**config.mk**
```make
export PLATFORM = sky130hd
export DESIGN_NAME = ethernet_mmio_arbiter
export DESIGN_NICKNAME = d
export VERILOG_FILES = /design/src/rtl/ethernet_mmio_arbiter.sv
export SDC_FILE = /design/constraint.sdc
export NUM_CORES = 1
export LEC_CHECK = 0
export BUFFER_PORTS_ARGS = -buffer_cell sky130_fd_sc_hd__buf_2
export CAP_MARGIN = 30
export CORE_UTILIZATION = 30
export CTS_CLUSTER_SIZE = 14
export DETAILED_ROUTE_END_ITERATION = 7
export GPL_TIMING_DRIVEN = 0
export PLACE_DENSITY_LB_ADDON = 0.12
export SYNTH_ARGS = -nofsm -noshare
export SYNTH_HDL_FRONTEND = slang
export SYNTH_SLANG_ARGS = --single-unit
export TNS_END_PERCENT = 20
```
**constraint.sdc**
```tcl
create_clock -name clk_i -period 4.3 [get_ports clk_i]
set_clock_uncertainty 0.2 [all_clocks]
set_input_delay 0.215 -clock clk_i [delete_from_list [all_inputs] [get_ports clk_i]]
set_output_delay 0.215 -clock clk_i [all_outputs]
set_load 0.01 [all_outputs]
```
**src/rtl/ethernet_mmio_arbiter.sv**
```systemverilog
// Round-robin arbiter sharing one synchronous-read MMIO port between two requesters.
// Credits reserve a response FIFO slot before issue, so the controller port never stalls.
module ethernet_mmio_arbiter #(
  parameter int data_width_p  = 32,
  parameter int addr_width_p  = 32,
  parameter int mask_width_lp = data_width_p >> 3,
  parameter int rsp_els_p     = 2
) (
  input  logic                         clk_i,
  input  logic                         reset_n_i,
  input  logic [1:0]                   req_v_i,
  input  logic [1:0]                   req_w_i,
  input  logic [2*addr_width_p-1:0]    req_addr_i,
  input  logic [2*data_width_p-1:0]    req_data_i,
  input  logic [2*mask_width_lp-1:0]   req_wmask_i,
  output logic [1:0]                   req_ready_and_o,
  output logic [1:0]                   rsp_v_o,
  output logic [2*data_width_p-1:0]    rsp_data_o,
  input  logic [1:0]                   rsp_ready_and_i,
  output logic [addr_width_p-1:0]      addr_o,
  output logic                         write_en_o,
  output logic                         read_en_o,
  output logic [mask_width_lp-1:0]     write_mask_o,
  output logic [data_width_p-1:0]      write_data_o,
  input  logic [data_width_p-1:0]      read_data_i,
  output logic                         idle_o
);

  localparam int cred_w_lp = $clog2(rsp_els_p + 1);
  localparam int ptr_w_lp  = (rsp_els_p > 1) ? $clog2(rsp_els_p) : 1;
  localparam logic [cred_w_lp-1:0] cred_max_lp = cred_w_lp'(rsp_els_p);
  localparam logic [ptr_w_lp-1:0]  ptr_last_lp = ptr_w_lp'(rsp_els_p - 1);

  logic [cred_w_lp-1:0]    credit_q [2];
  logic [cred_w_lp-1:0]    credit_d [2];
  logic                    last_q, last_d;
  logic                    s1_v_q, s1_v_d;
  logic                    s1_id_q, s1_id_d;
  logic                    s1_w_q, s1_w_d;
  logic [data_width_p-1:0] mem_q [2][rsp_els_p];
  logic [data_width_p-1:0] mem_d [2][rsp_els_p];
  logic [ptr_w_lp-1:0]     rd_ptr_q [2];
  logic [ptr_w_lp-1:0]     rd_ptr_d [2];
  logic [ptr_w_lp-1:0]     wr_ptr_q [2];
  logic [ptr_w_lp-1:0]     wr_ptr_d [2];
  logic [cred_w_lp-1:0]    cnt_q [2];
  logic [cred_w_lp-1:0]    cnt_d [2];

  logic [1:0]              elig;
  logic [1:0]              grant;
  logic                    gnt_id;
  logic                    any_grant;
  logic [1:0]              push;
  logic [1:0]              pop;
  logic [data_width_p-1:0] push_data;
  logic [mask_width_lp-1:0] sel_mask;

  function automatic logic [ptr_w_lp-1:0] ptr_inc(input logic [ptr_w_lp-1:0] p);
    return (p == ptr_last_lp) ? '0 : p + 1'b1;
  endfunction

  // Tie-break alternates on last_q; with a single eligible requester it simply wins.
  always_comb begin
    elig[0] = reset_n_i & req_v_i[0] & (credit_q[0] != '0);
    elig[1] = reset_n_i & req_v_i[1] & (credit_q[1] != '0);
    grant   = elig;
    if (&elig) begin
      grant = last_q ? 2'b01 : 2'b10;
    end
    gnt_id    = grant[1];
    any_grant = |grant;
  end

  assign req_ready_and_o = grant;
  assign addr_o       = gnt_id ? req_addr_i[2*addr_width_p-1:addr_width_p] : req_addr_i[addr_width_p-1:0];
  assign write_data_o = gnt_id ? req_data_i[2*data_width_p-1:data_width_p] : req_data_i[data_width_p-1:0];
  assign sel_mask     = gnt_id ? req_wmask_i[2*mask_width_lp-1:mask_width_lp] : req_wmask_i[mask_width_lp-1:0];
  assign write_en_o   = any_grant & req_w_i[gnt_id];
  assign read_en_o    = any_grant & ~req_w_i[gnt_id];
  assign write_mask_o = write_en_o ? sel_mask : '0;

  assign rsp_v_o[0] = reset_n_i & (cnt_q[0] != '0);
  assign rsp_v_o[1] = reset_n_i & (cnt_q[1] != '0);
  assign rsp_data_o = {mem_q[1][rd_ptr_q[1]], mem_q[0][rd_ptr_q[0]]};
  assign pop        = rsp_v_o & rsp_ready_and_i;
  assign push       = {s1_v_q & s1_id_q, s1_v_q & ~s1_id_q};
  assign push_data  = s1_w_q ? '0 : read_data_i;
  assign idle_o     = ~s1_v_q & ~|rsp_v_o;

  always_comb begin
    last_d   = any_grant ? gnt_id : last_q;
    s1_v_d   = any_grant;
    s1_id_d  = gnt_id;
    s1_w_d   = req_w_i[gnt_id];
    credit_d = credit_q;
    mem_d    = mem_q;
    rd_ptr_d = rd_ptr_q;
    wr_ptr_d = wr_ptr_q;
    cnt_d    = cnt_q;
    for (int i = 0; i < 2; i++) begin
      case ({grant[i], pop[i]})
        2'b10:   credit_d[i] = credit_q[i] - 1'b1;
        2'b01:   credit_d[i] = credit_q[i] + 1'b1;
        default: credit_d[i] = credit_q[i];
      endcase
      if (push[i]) begin
        mem_d[i][wr_ptr_q[i]] = push_data;
        wr_ptr_d[i]           = ptr_inc(wr_ptr_q[i]);
      end
      if (pop[i]) begin
        rd_ptr_d[i] = ptr_inc(rd_ptr_q[i]);
      end
      case ({push[i], pop[i]})
        2'b10:   cnt_d[i] = cnt_q[i] + 1'b1;
        2'b01:   cnt_d[i] = cnt_q[i] - 1'b1;
        default: cnt_d[i] = cnt_q[i];
      endcase
    end
  end

  // Reset drops stage 1 without pushing, so an in-flight read_data_i is discarded.
  always_ff @(posedge clk_i) begin
    if (!reset_n_i) begin
      last_q  <= 1'b1;
      s1_v_q  <= 1'b0;
      s1_id_q <= 1'b0;
      s1_w_q  <= 1'b0;
      for (int i = 0; i < 2; i++) begin
        credit_q[i] <= cred_max_lp;
        rd_ptr_q[i] <= '0;
        wr_ptr_q[i] <= '0;
        cnt_q[i]    <= '0;
      end
    end else begin
      last_q   <= last_d;
      s1_v_q   <= s1_v_d;
      s1_id_q  <= s1_id_d;
      s1_w_q   <= s1_w_d;
      credit_q <= credit_d;
      rd_ptr_q <= rd_ptr_d;
      wr_ptr_q <= wr_ptr_d;
      cnt_q    <= cnt_d;
    end
  end

  always_ff @(posedge clk_i) begin
    mem_q <= mem_d;
  end

`ifndef SYNTHESIS
  always_ff @(posedge clk_i) begin
    if (reset_n_i) begin
      for (int i = 0; i < 2; i++) begin
        if (push[i]) begin
          assert (cnt_q[i] != cred_max_lp) else $error("response FIFO %0d overflow", i);
        end
        if (pop[i] && !grant[i]) begin
          assert (credit_q[i] != cred_max_lp) else $error("credit %0d overflow", i);
        end
        if (grant[i] && !pop[i]) begin
          assert (credit_q[i] != '0) else $error("credit %0d underflow", i);
        end
      end
    end
  end
`endif

endmodule

```
After elaboration in Yosys (flattened, before gate mapping)
Cells that the tools add are included.
- output and inout bits: 139
- word-level logic and storage cells: 105
- input port bits: 176
- register bits after elaboration: 144
- bitwise logic cells: 19
- reduce and logical (&&, ||, !) cells: 14
- mux-type cells: 29
- $lt $le $gt $ge: 7
- eq/ne operators: 8
- add/sub/neg operators: 12
- operators with widths (operator ; number):
    $mux 32 ; 11
    $bwmux 64 ; 2
    $demux 32 s1 ; 2
    $pmux 2 s2 ; 4
    $reduce_bool 2->1 ; 8
    $and 1x1->1 ; 11
    $add 2x1->2 const B ; 4
    $eq 2x1->1 const B ; 4
    $eq 2x2->1 const B ; 4
    $ge 2x2->1 const B ; 4
    $mux 4 ; 2
    $not 1->2 ; 4
    $sub 2x1->2 const B ; 4
    $mux 1 ; 6
    $add 1x1->1 const B ; 4
    $lt 2x1->1 const B ; 2
    $mux 2 ; 2
    $reduce_or 2->1 ; 2
    $not 1->1 ; 3
    $and 2x2->2 ; 1
    $logic_and 1x1->1 ; 2
    $lt 1x2->1 const B ; 1
    $reduce_and 2->1 ; 1
    $logic_not 1->1 ; 1

Depth between registers and ports, before layout
- depth in word-level cells: 8
- mapped depth: 9
- mapped depth without buffers: 6

Worst setup path before layout
No wires, ideal clock.
- path kind: reg-to-reg
- start point: register s1_id_q
- end point: register mem_q[100] (netlist bit) (enable)
- cell stages (with the launch flop): 3
- slack: 1.818 ns
- period minus slack after synthesis: 2.482 ns
- data required time: 3.679 ns
- arrival: 1.861 ns
- cells stage by stage: dfxtp_1 > nand2b_1 > nor2_1
- word-level cells in the longest chain between the ends: 2
- ends and longest elaborated chain (element ; RTL line ; text):
    start, declared ; 38 ; logic s1_id_q, s1_id_d;
    start signal, assigned ; 137 ; s1_id_q <= s1_id_d;
    $not 1->1 ; 86 ; assign push = {s1_v_q & s1_id_q, s1_v_q & ~s1_id_q};
    $and 1x1->1 ; 86 ;
    end signal, assigned ; 147 ; mem_q <= mem_d;
    end, declared ; 40 ; logic [data_width_p-1:0] mem_q [2][rsp_els_p];
No other way between the ends.
A chain may end at the register's enable or synchronous reset.

Worst setup path in the final report
- start point: register rd_ptr_q[0] (netlist bit)
- end point: output port rsp_data_o[34]
- word-level cells in the longest chain between the ends: 4
- ends and longest elaborated chain (element ; RTL line ; text):
    start, declared ; 42 ; logic [ptr_w_lp-1:0] rd_ptr_q [2];
    start signal, assigned ; 140 ; rd_ptr_q <= rd_ptr_d;
    $not 1->2 (not written as such) ; 84 ; assign rsp_data_o = {mem_q[1][rd_ptr_q[1]], mem_q[0][rd_ptr_q[0]]};
    $mux 32 (not written as such) (3 in series) ; 84 ;
    end, declared ; 18 ; output logic [2*data_width_p-1:0] rsp_data_o,
No other way between the ends. The select of a mux whose other input is x is not followed.

==> results.json <==
{
  "cp_slowest_cell": "clkbuf_1",
  "cp_max_fo": 10,
  "path_cells": "clkbuf_1, clkbuf_1, mux2_2, buf_2",
  "grt_overflow": 0,
  "clockBufferDepth": 2,
  "fin_nets": 936,
  "p_leak_nw": 3.875,
  "synth_area_leaders": "edfxtp_1, mux2_2, dfxtp_1",
  "dpl_worst_slack_ns": 2.086,
  "tns_ns": 0,
  "dp_hpwl_mm": 14.96,
  "fp.dieW_um": 149.6,
  "wl_mm": 19.62,
  "ys_types": 28,
  "reg2reg_from": "credit_q[2]",
  "antenna_found_initial": 5,
  "viasPerCell": 4.592,
  "final_antenna_net_count": 0,
  "status": "finished clean",
  "cts_made_buffers": 17,
  "yosys_warnings": 0,
  "drt_pass1_iterations": 4,
  "arrival_ns": 2.14,
  "setup_viol": 0,
  "final_common_cell": "buf_2",
  "avgSynthCellArea_sq_um": 15.86,
  "syn_nets": 592,
  "yosysTopAreaCellShare_pct": 58.81,
  "rsz0062_at_grt": "false",
  "clk_latency_ns": 0.41,
  "synth_top_area_cell": "edfxtp_1",
  "crit_path_start_kind": "register",
  "dp.cells": 1004,
  "hold_buffers": 8,
  "syn-cell-area_sq_um": 6536,
  "hold_viol": 0,
  "post_cts_buffers": 0,
  "die_h_um": 149.6,
  "maxSlewViolCount": 0,
  "boundaryPins": 315,
  "min_period_over_period_pct": 59.45,
  "startpoint": "rd_ptr_q[0]",
  "start_util_pct": 30.80,
  "worstMarginPinSlew_ns": 0.6937,
  "required_ns": 3.88,
  "drc": 0,
  "area_growth_pct": 40.68,
  "drt_iter0_drc": 194,
  "min_from": "read_data_i[7]",
  "cts_tree": "built",
  "root_buffer": "clkbuf_16",
  "synth-main-ff-cell": "edfxtp_1",
  "ctsResizeCount": 0,
  "port_buffers": 313,
  "setup_ws_ns": 1.743,
  "ys_seq_elements": 144,
  "relSlewSlack_pct": 53.75,
  "grt_pass1_vias": 5198,
  "path_class": "register to output port",
  "stdcell_count": 1049,
  "synth_edf_count": 128,
  "cp-end-kind": "output port",
  "drive_gt1_share_pct": 64.11,
  "vias": 4817,
  "synth-seq-area-share_pct": 63.71,
  "min_period_ns": 2.557,
  "synth_cells": 412,
  "crit_top_cell": "clkbuf_1",
  "hold_path.class": "input port to register",
  "wire_per_inst_um": 18.71,
  "core_area_sq_um": 21220,
  "slowest_delay_ns": 0.58,
  "clock_sinks": 144,
  "cts_max_level": 4,
  "synthArstFlopShare_pct": 0,
  "utilization_pct": 43.33,
  "path_clk_slew_ns": 0.06,
  "grt_max_degree": 23,
  "row_count": 53,
  "grt_pass1_wl_mm": 28.46,
  "grt_usage_pct": 17.76,
  "place_congestion": 0.8775,
  "final_cell_mix": "buf_2, edfxtp_1, mux2_2",
  "max_cap_viol_count": 0,
  "hold_slack_ns": 0.01823,
  "vdd_drop_max_uv": 217.1,
  "fmax_mhz": 391.2,
  "die_area_sq_um": 22380,
  "p_per_area_nw_per_um2": 413.3
}
==> final timing paths <==
check | slack, ns | depth (start not counted) | end
worst max-delay path | 1.74 | 4 | rsp_data_o[34]
worst min register to register | 0.33 | 2 | cnt_q[1]
worst max register to register | 2.09 | 8 | credit_q[1]
worst min-delay path | 0.02 | 2 | mem_q[71]
==> worst max-delay path, delay by kind of cell (launching register included) <==
kind / cells / cell delay, ns
buffers and inverters: 3 / 1.01
muxes: 1 / 0.42
DFF: 1 / 0.31
==> per-stage QoR <==
step / power, mW / instance area, sq um
global placement: 2.460 / 8447
detailed placement: 2.492 / 8558
floorplan: 2.144 / 6536
finish: 3.800 / 9195
global route: 3.969 / 9195
CTS: 3.850 / 9183
==> state kept, by name, summed over array words and instances, names as in the netlist <==
register,cells
mem_q,128
cnt_q,4
credit_q,4
rd_ptr_q,2
wr_ptr_q,2
last_q,1
s1_id_q,1
s1_v_q,1
s1_w_q,1
==> layer usage <==
| metal | share of wire [%] | up-vias | GRT usage [%] |
|---|---|---|---|
| met5 | 0 | - | 0 |
| met4 | 3.5 | 0 | 9.388 |
| met3 | 5.9 | 29 | 4.451 |
| met2 | 56 | 196 | 33.96 |
| met1 | 35 | 2343 | 17.36 |
| li1 | - | 2249 | - |
==> layout make-up <==
cell class,instances,area [sq um]
Clock buffer,18,429.2
Sequential cell,144,4164
Fill cell,2021,12030
Multi-Input combinational cell,240,2251
Tap cell,275,344.1
Clock inverter,14,115.1
Buffer,21,118.9
Inverter,7,26.28
Antenna cell,5,12.51
Timing Repair Buffer,325,1734
==> report_power, final <==
| part | switching [mW] | total [mW] | internal [mW] |
|---|---|---|---|
| Clock | 0.553 | 1.34 | 0.791 |
| Sequential | 0.0420 | 1.69 | 1.64 |
| Combinational | 0.398 | 0.769 | 0.371 |
==> cells in the mapped netlist, types with 5 or more instances <==
library cell,n
mux2_2,112
buf_2,8
clkbuf_1,9
o21ai_0,13
o211ai_1,5
nor2_1,16
nand3_1,7
inv_1,7
edfxtp_1,128
xor2_1,9
mux2_4,16
nor2b_1,32
dfxtp_1,16
==> kinds of logic (layout without fill, tap and decap cells) <==
logic type,count (synthesis),in the layout,synth area share [%]
DFF,144,144,63.71
muxes,128,128,22.97
and+or+nand+nor,66,66,5.436
AOI/OAI and AO/OA,30,30,3.293
buffers and inverters,28,385,2.221
xor gates and xnor gates,12,12,1.608
adders and majority gates,4,4,0.7657
other,0,5,0
Power figures use the tool's default switching activity.
